[src/rtl/ex_operand_stage.sv]
`default_nettype none
// +----------------------------------------------------------------------------+
// | ex_operand_stage                                                           |
// | ID/EX pipeline register with MEM/WB operand forwarding and load-use hold.  |
// | Rev 1.0                                                                    |
// +----------------------------------------------------------------------------+
module ex_operand_stage #(
  parameter int XLEN = 32,
  parameter int OPW  = 4
) (
  input  logic            clk_i,
  input  logic            rst_ni,
  input  logic            id_valid_i,
  output logic            id_ready_o,
  input  logic [XLEN-1:0] id_pc_i,
  input  logic [4:0]      id_rs1_addr_i,
  input  logic [4:0]      id_rs2_addr_i,
  input  logic            id_rs1_used_i,
  input  logic            id_rs2_used_i,
  input  logic [XLEN-1:0] id_rs1_data_i,
  input  logic [XLEN-1:0] id_rs2_data_i,
  input  logic [XLEN-1:0] id_imm_i,
  input  logic            id_asel_i,
  input  logic            id_bsel_i,
  input  logic [OPW-1:0]  id_alu_op_i,
  input  logic [4:0]      id_rd_addr_i,
  input  logic            id_rd_wren_i,
  input  logic            flush_i,
  input  logic            ex_ready_i,
  input  logic [4:0]      mem_rd_addr_i,
  input  logic            mem_rd_wren_i,
  input  logic [XLEN-1:0] mem_rd_data_i,
  input  logic            mem_is_load_i,
  input  logic [4:0]      wb_rd_addr_i,
  input  logic            wb_rd_wren_i,
  input  logic [XLEN-1:0] wb_rd_data_i,
  output logic            ex_valid_o,
  output logic [XLEN-1:0] ex_op_a_o,
  output logic [XLEN-1:0] ex_op_b_o,
  output logic [XLEN-1:0] ex_rs2_o,
  output logic [OPW-1:0]  ex_alu_op_o,
  output logic [XLEN-1:0] ex_pc_o,
  output logic [4:0]      ex_rd_addr_o,
  output logic            ex_rd_wren_o,
  output logic            load_use_stall_o
);

  logic            r_valid;
  logic [XLEN-1:0] r_pc;
  logic [4:0]      r_rs1_addr;
  logic [4:0]      r_rs2_addr;
  logic            r_rs1_used;
  logic            r_rs2_used;
  logic [XLEN-1:0] r_rs1_data;
  logic [XLEN-1:0] r_rs2_data;
  logic [XLEN-1:0] r_imm;
  logic            r_asel;
  logic            r_bsel;
  logic [OPW-1:0]  r_alu_op;
  logic [4:0]      r_rd_addr;
  logic            r_rd_wren;

  logic            w_hz;
  logic            w_capture;
  logic            w_drain;
  logic [XLEN-1:0] w_fwd_rs1;
  logic [XLEN-1:0] w_fwd_rs2;

  // A load in MEM cannot forward yet; hold until its data reaches WB.
  assign w_hz = r_valid & mem_is_load_i & mem_rd_wren_i & (mem_rd_addr_i != 5'd0) &
                ((r_rs1_used & (r_rs1_addr == mem_rd_addr_i)) |
                 (r_rs2_used & (r_rs2_addr == mem_rd_addr_i)));

  assign load_use_stall_o = w_hz;
  assign ex_valid_o       = r_valid & ~w_hz;
  assign id_ready_o       = flush_i | ~r_valid | (ex_ready_i & ~w_hz);
  assign w_capture        = id_valid_i & id_ready_o & ~flush_i;
  assign w_drain          = r_valid & ex_ready_i & ~w_hz;

  always_ff @(posedge clk_i or negedge rst_ni) begin
    if (!rst_ni) begin
      r_valid    <= 1'b0;
      r_pc       <= '0;
      r_rs1_addr <= '0;
      r_rs2_addr <= '0;
      r_rs1_used <= 1'b0;
      r_rs2_used <= 1'b0;
      r_rs1_data <= '0;
      r_rs2_data <= '0;
      r_imm      <= '0;
      r_asel     <= 1'b0;
      r_bsel     <= 1'b0;
      r_alu_op   <= '0;
      r_rd_addr  <= '0;
      r_rd_wren  <= 1'b0;
    end else if (flush_i) begin
      r_valid <= 1'b0;
    end else if (w_capture) begin
      r_valid    <= 1'b1;
      r_pc       <= id_pc_i;
      r_rs1_addr <= id_rs1_addr_i;
      r_rs2_addr <= id_rs2_addr_i;
      r_rs1_used <= id_rs1_used_i;
      r_rs2_used <= id_rs2_used_i;
      r_rs1_data <= id_rs1_data_i;
      r_rs2_data <= id_rs2_data_i;
      r_imm      <= id_imm_i;
      r_asel     <= id_asel_i;
      r_bsel     <= id_bsel_i;
      r_alu_op   <= id_alu_op_i;
      r_rd_addr  <= id_rd_addr_i;
      r_rd_wren  <= id_rd_wren_i;
    end else if (w_drain) begin
      r_valid <= 1'b0;
    end
  end

  // x0 first, then MEM (youngest non-load result), then WB, then regfile.
  function automatic logic [XLEN-1:0] fwd_sel(input logic [4:0]      addr,
                                              input logic [XLEN-1:0] rf_data);
    if (addr == 5'd0)
      return '0;
    else if (mem_rd_wren_i & ~mem_is_load_i & (mem_rd_addr_i == addr))
      return mem_rd_data_i;
    else if (wb_rd_wren_i & (wb_rd_addr_i == addr))
      return wb_rd_data_i;
    else
      return rf_data;
  endfunction

  assign w_fwd_rs1 = fwd_sel(r_rs1_addr, r_rs1_data);
  assign w_fwd_rs2 = fwd_sel(r_rs2_addr, r_rs2_data);

  assign ex_op_a_o    = r_asel ? r_pc  : w_fwd_rs1;
  assign ex_op_b_o    = r_bsel ? r_imm : w_fwd_rs2;
  assign ex_rs2_o     = w_fwd_rs2;
  assign ex_alu_op_o  = r_alu_op;
  assign ex_pc_o      = r_pc;
  assign ex_rd_addr_o = r_rd_addr;
  assign ex_rd_wren_o = r_rd_wren;

endmodule
`default_nettype wire

[config.mk]
export PLATFORM = sky130hd
export DESIGN_NAME = ex_operand_stage
export DESIGN_NICKNAME = d
export VERILOG_FILES = /design/src/rtl/ex_operand_stage.sv
export SDC_FILE = /design/constraint.sdc
export NUM_CORES = 1
export LEC_CHECK = 0
export CORE_MARGIN = 2
export CORE_UTILIZATION = 30
export DETAILED_ROUTE_END_ITERATION = 10
export PLACE_DENSITY = 0.56
export SYNTH_ARGS = -nofsm -noshare
export SYNTH_HDL_FRONTEND = slang
export SYNTH_SLANG_ARGS = --single-unit
[constraint.sdc]
create_clock -name clk_i -period 4.2 [get_ports clk_i]
set_clock_uncertainty 0.15 [all_clocks]
set_input_delay 0.84 -clock clk_i [delete_from_list [all_inputs] [get_ports clk_i]]
set_output_delay 0.84 -clock clk_i [all_outputs]
set_load 0.02 [all_outputs]
==> results.json, run 1 <==
{
  "status": "finished clean",
  "antenna_found_initial": 9,
  "slew_headroom": 0.306,
  "finalWorstSetupSlack_ps": 42.1,
  "r2r_end": "ex_alu_op_o[1]",
  "grt_max_degree": 154,
  "rr_startpoint": "r_rs1_addr[3]",
  "drc": 0,
  "io_pins": 375,
  "layout_commonest_cell": "clkdlybuf4s50_1",
  "cts_root_buf": "clkbuf_16",
  "crit_type": "in2out",
  "start_util": 0.305,
  "syn_inst": 1363,
  "critPathMaxFanout": 19,
  "gp_congestion": 0.942,
  "synth_cell_types": 38,
  "syn_area_um2": 11800,
  "maxSlewViolCount": 0,
  "synth_top_cell_area_share": 0.323,
  "timing.fmax_ghz": 0.241,
  "cp.arrival_ps": 3170,
  "cts_hold_buf": 0,
  "synth-seq-cells": 153,
  "pre_cts_slack_ps": -330,
  "hp-class": "in2async",
  "avgViaCountPerCell": 6.32,
  "core_area_um2": 38800,
  "grt_pass1_vias": 13386,
  "crit_required_ps": 3210,
  "worstSetupStartpointType": "input port",
  "antenna_left": 0,
  "cts_made_buffers": 17,
  "reg2reg_slack_ps": 1210,
  "grt_pass1_wl_mm": 88.9,
  "period_share": 0.990,
  "fin_nets": 1884,
  "first_iter_violations": 1334,
  "max-cap-violations": 0,
  "wl_per_cell_um": 27.3,
  "setup.worst_path.end": "ex_op_b_o[24]",
  "leakage_uw": 0.00628,
  "synth_top_area_cell": "dfrtp_1",
  "end_kind": "output port",
  "htree_levels": 4,
  "grt_util_all_layers": 0.283,
  "clk_pin_slew_ps": 70,
  "die_y_um": 203,
  "drive_gt1_frac": 0.162,
  "synthTopCellsByArea": "dfrtp_1, o211ai_1, a32oi_1",
  "critPathLaunch": "wb_rd_addr_i[4]",
  "max-vdd-ir-drop_mv": 0.250,
  "fin_crit_ps": 4160,
  "synth_nets": 1597,
  "seq_area_frac_synth": 0.323,
  "die_x_um": 203,
  "clock-sinks": 153,
  "final_cell_mix": "clkdlybuf4s50_1, o211ai_1, nand2_1, dfrtp_1, a32oi_1",
  "area_growth_pct": 44.2,
  "drt-total-wl_mm": 59.8,
  "setup_violations": 0,
  "fillers": 3780,
  "hold_ws_ps": 226,
  "fp-row-count": 72,
  "drt-pass1-iter-count": 7,
  "cts_max_path_buffers": 2,
  "yosysWarnings": 0,
  "hpwl_mm": 39.4,
  "clk_latency_ps": 450,
  "hold_viol_final": 0,
  "synth_area_per_cell_um2": 8.69,
  "cts_tree": "yes",
  "die_area_um2": 41100,
  "p_per_area_nw_per_um2": 405,
  "reg2regPathDepth": 8,
  "grt-ovfl-total": 0,
  "vias": 13820,
  "worst_pin_slew_ps": 1040,
  "port_buffers": 374
}
-- final cells by class --
| cell class | instances | area (um^2) | area share |
|---|---|---|---|
| inverters | 35 | 131 | 0.00770 |
| diodes | 7 | 17.5 | 0.00103 |
| flip-flops and latches | 153 | 3830 | 0.224 |
| multi-input cells | 985 | 7280 | 0.426 |
| repair buffers | 458 | 4510 | 0.264 |
| clock buffers | 20 | 467 | 0.0273 |
| clock inverters | 12 | 186 | 0.0109 |
| well taps | 518 | 648 | 0.0380 |
-- cells by family after synthesis --
logic type	after synthesis	share of synthesized area
xor+xnor	20	0.0148
compound gates	621	0.447
simple gates	344	0.131
buf+inv	225	0.0833
flops	153	0.323
-- what timing repair did --
action | CTS | global route
setup buffers | 0 | 1
hold endpoints to repair | 0 | 0
gates resized for setup | 95 | 70
setup endpoints to repair | 88 | 52
pin swaps | 2 | 2
-- power by group --
part | switching [uW] | internal, uW | total [uW] | leakage (uW)
combinational | 1720 | 1310 | 3030 | 0.00415
clock | 737 | 1050 | 1790 | 0.000310
sequential | 342 | 1750 | 2090 | 0.00182
-- worst max-delay path, stage by stage --
cell and delay, ps:
clkdlybuf4s50_1 500, xnor2_1 120, and4_2 360, nand2_1 130, buf_12 180, buf_12 160
a221oi_1 400, o31ai_1 130, dlygate4sd2_1 330
-- worst min path at each step --
stage,slack (ps),endpoint,from,cells past startpoint
2_1_floorplan,330,r_rs1_data[0],r_rs1_data[0],2
4_1_cts,260,ex_pc_o[25],rst_ni,1
6_report,230,ex_pc_o[25],rst_ni,1
3_5_place_dp,350,r_rs1_data[16],r_rs1_data[16],2
3_3_place_gp,350,r_rs1_data[17],r_rs1_data[17],2
5_1_grt,280,ex_pc_o[25],rst_ni,1
-- cell usage after synthesis (all sizes together) --
| cell type | count |
|---|---|
| a211o | 1 |
| a211oi | 2 |
| a21oi | 1 |
| a221oi | 30 |
| a311oi | 1 |
| a32o | 32 |
| a32oi | 152 |
| and2 | 5 |
| and3 | 33 |
| and4 | 2 |
| buf | 50 |
| clkbuf | 140 |
| dfrtp | 153 |
| inv | 35 |
| nand2 | 189 |
| nand2b | 1 |
| nand3 | 3 |
| nand4 | 1 |
| nor2 | 37 |
| nor2b | 1 |
| nor3 | 34 |
| o2111ai | 1 |
| o211ai | 336 |
| o21ai | 32 |
| o21bai | 1 |
| o31ai | 32 |
| or2 | 4 |
| or3 | 32 |
| or4 | 2 |
| xnor2 | 17 |
| xor2 | 3 |
-- layer usage --
metal	vias to the layer above	GRT usage	share of wire
met2	713	0.416	0.44
met5	-	0	0.00052
met1	6945	0.412	0.45
li1	6052	-	-
met3	106	0.0501	0.073
met4	4	0.106	0.035
-- metrics by stage --
stage / total power [uW] / area (um^2) / utilization / TNS, ps / instances
finish: 6910 / 17100 / 0.440 / 0 / 2188
global route: 7190 / 17100 / 0.440 / -2.39 / 2187
CTS: 6910 / 17000 / 0.438 / -426 / 2180
detailed placement: 5240 / 16300 / 0.421 / -11680 / 2148
global placement: 5210 / 16300 / 0.421 / -12060 / 2148
floorplan: 3600 / 11800 / - / 0 / 1363
-- state kept, by name, indices dropped and copies added, names as in the netlist, 4 cells and up --
name,flops
ex_alu_op_o,4
ex_pc_o,32
ex_rd_addr_o,5
r_imm,32
r_rs1_addr,5
r_rs1_data,32
r_rs2_addr,5
r_rs2_data,32
(Power assumes the default switching activity.)
==> run 2, diff against run 1 <==
--- a/config.mk
+++ b/config.mk
@@ -5,6 +5,7 @@
 export SDC_FILE = /design/constraint.sdc
 export NUM_CORES = 1
 export LEC_CHECK = 0
+export CAP_MARGIN = 15
 export CORE_MARGIN = 2
 export CORE_UTILIZATION = 30
 export DETAILED_ROUTE_END_ITERATION = 10
==> results of run 2 <==
Final layout, timing and power as in run 1 (identical DEF).
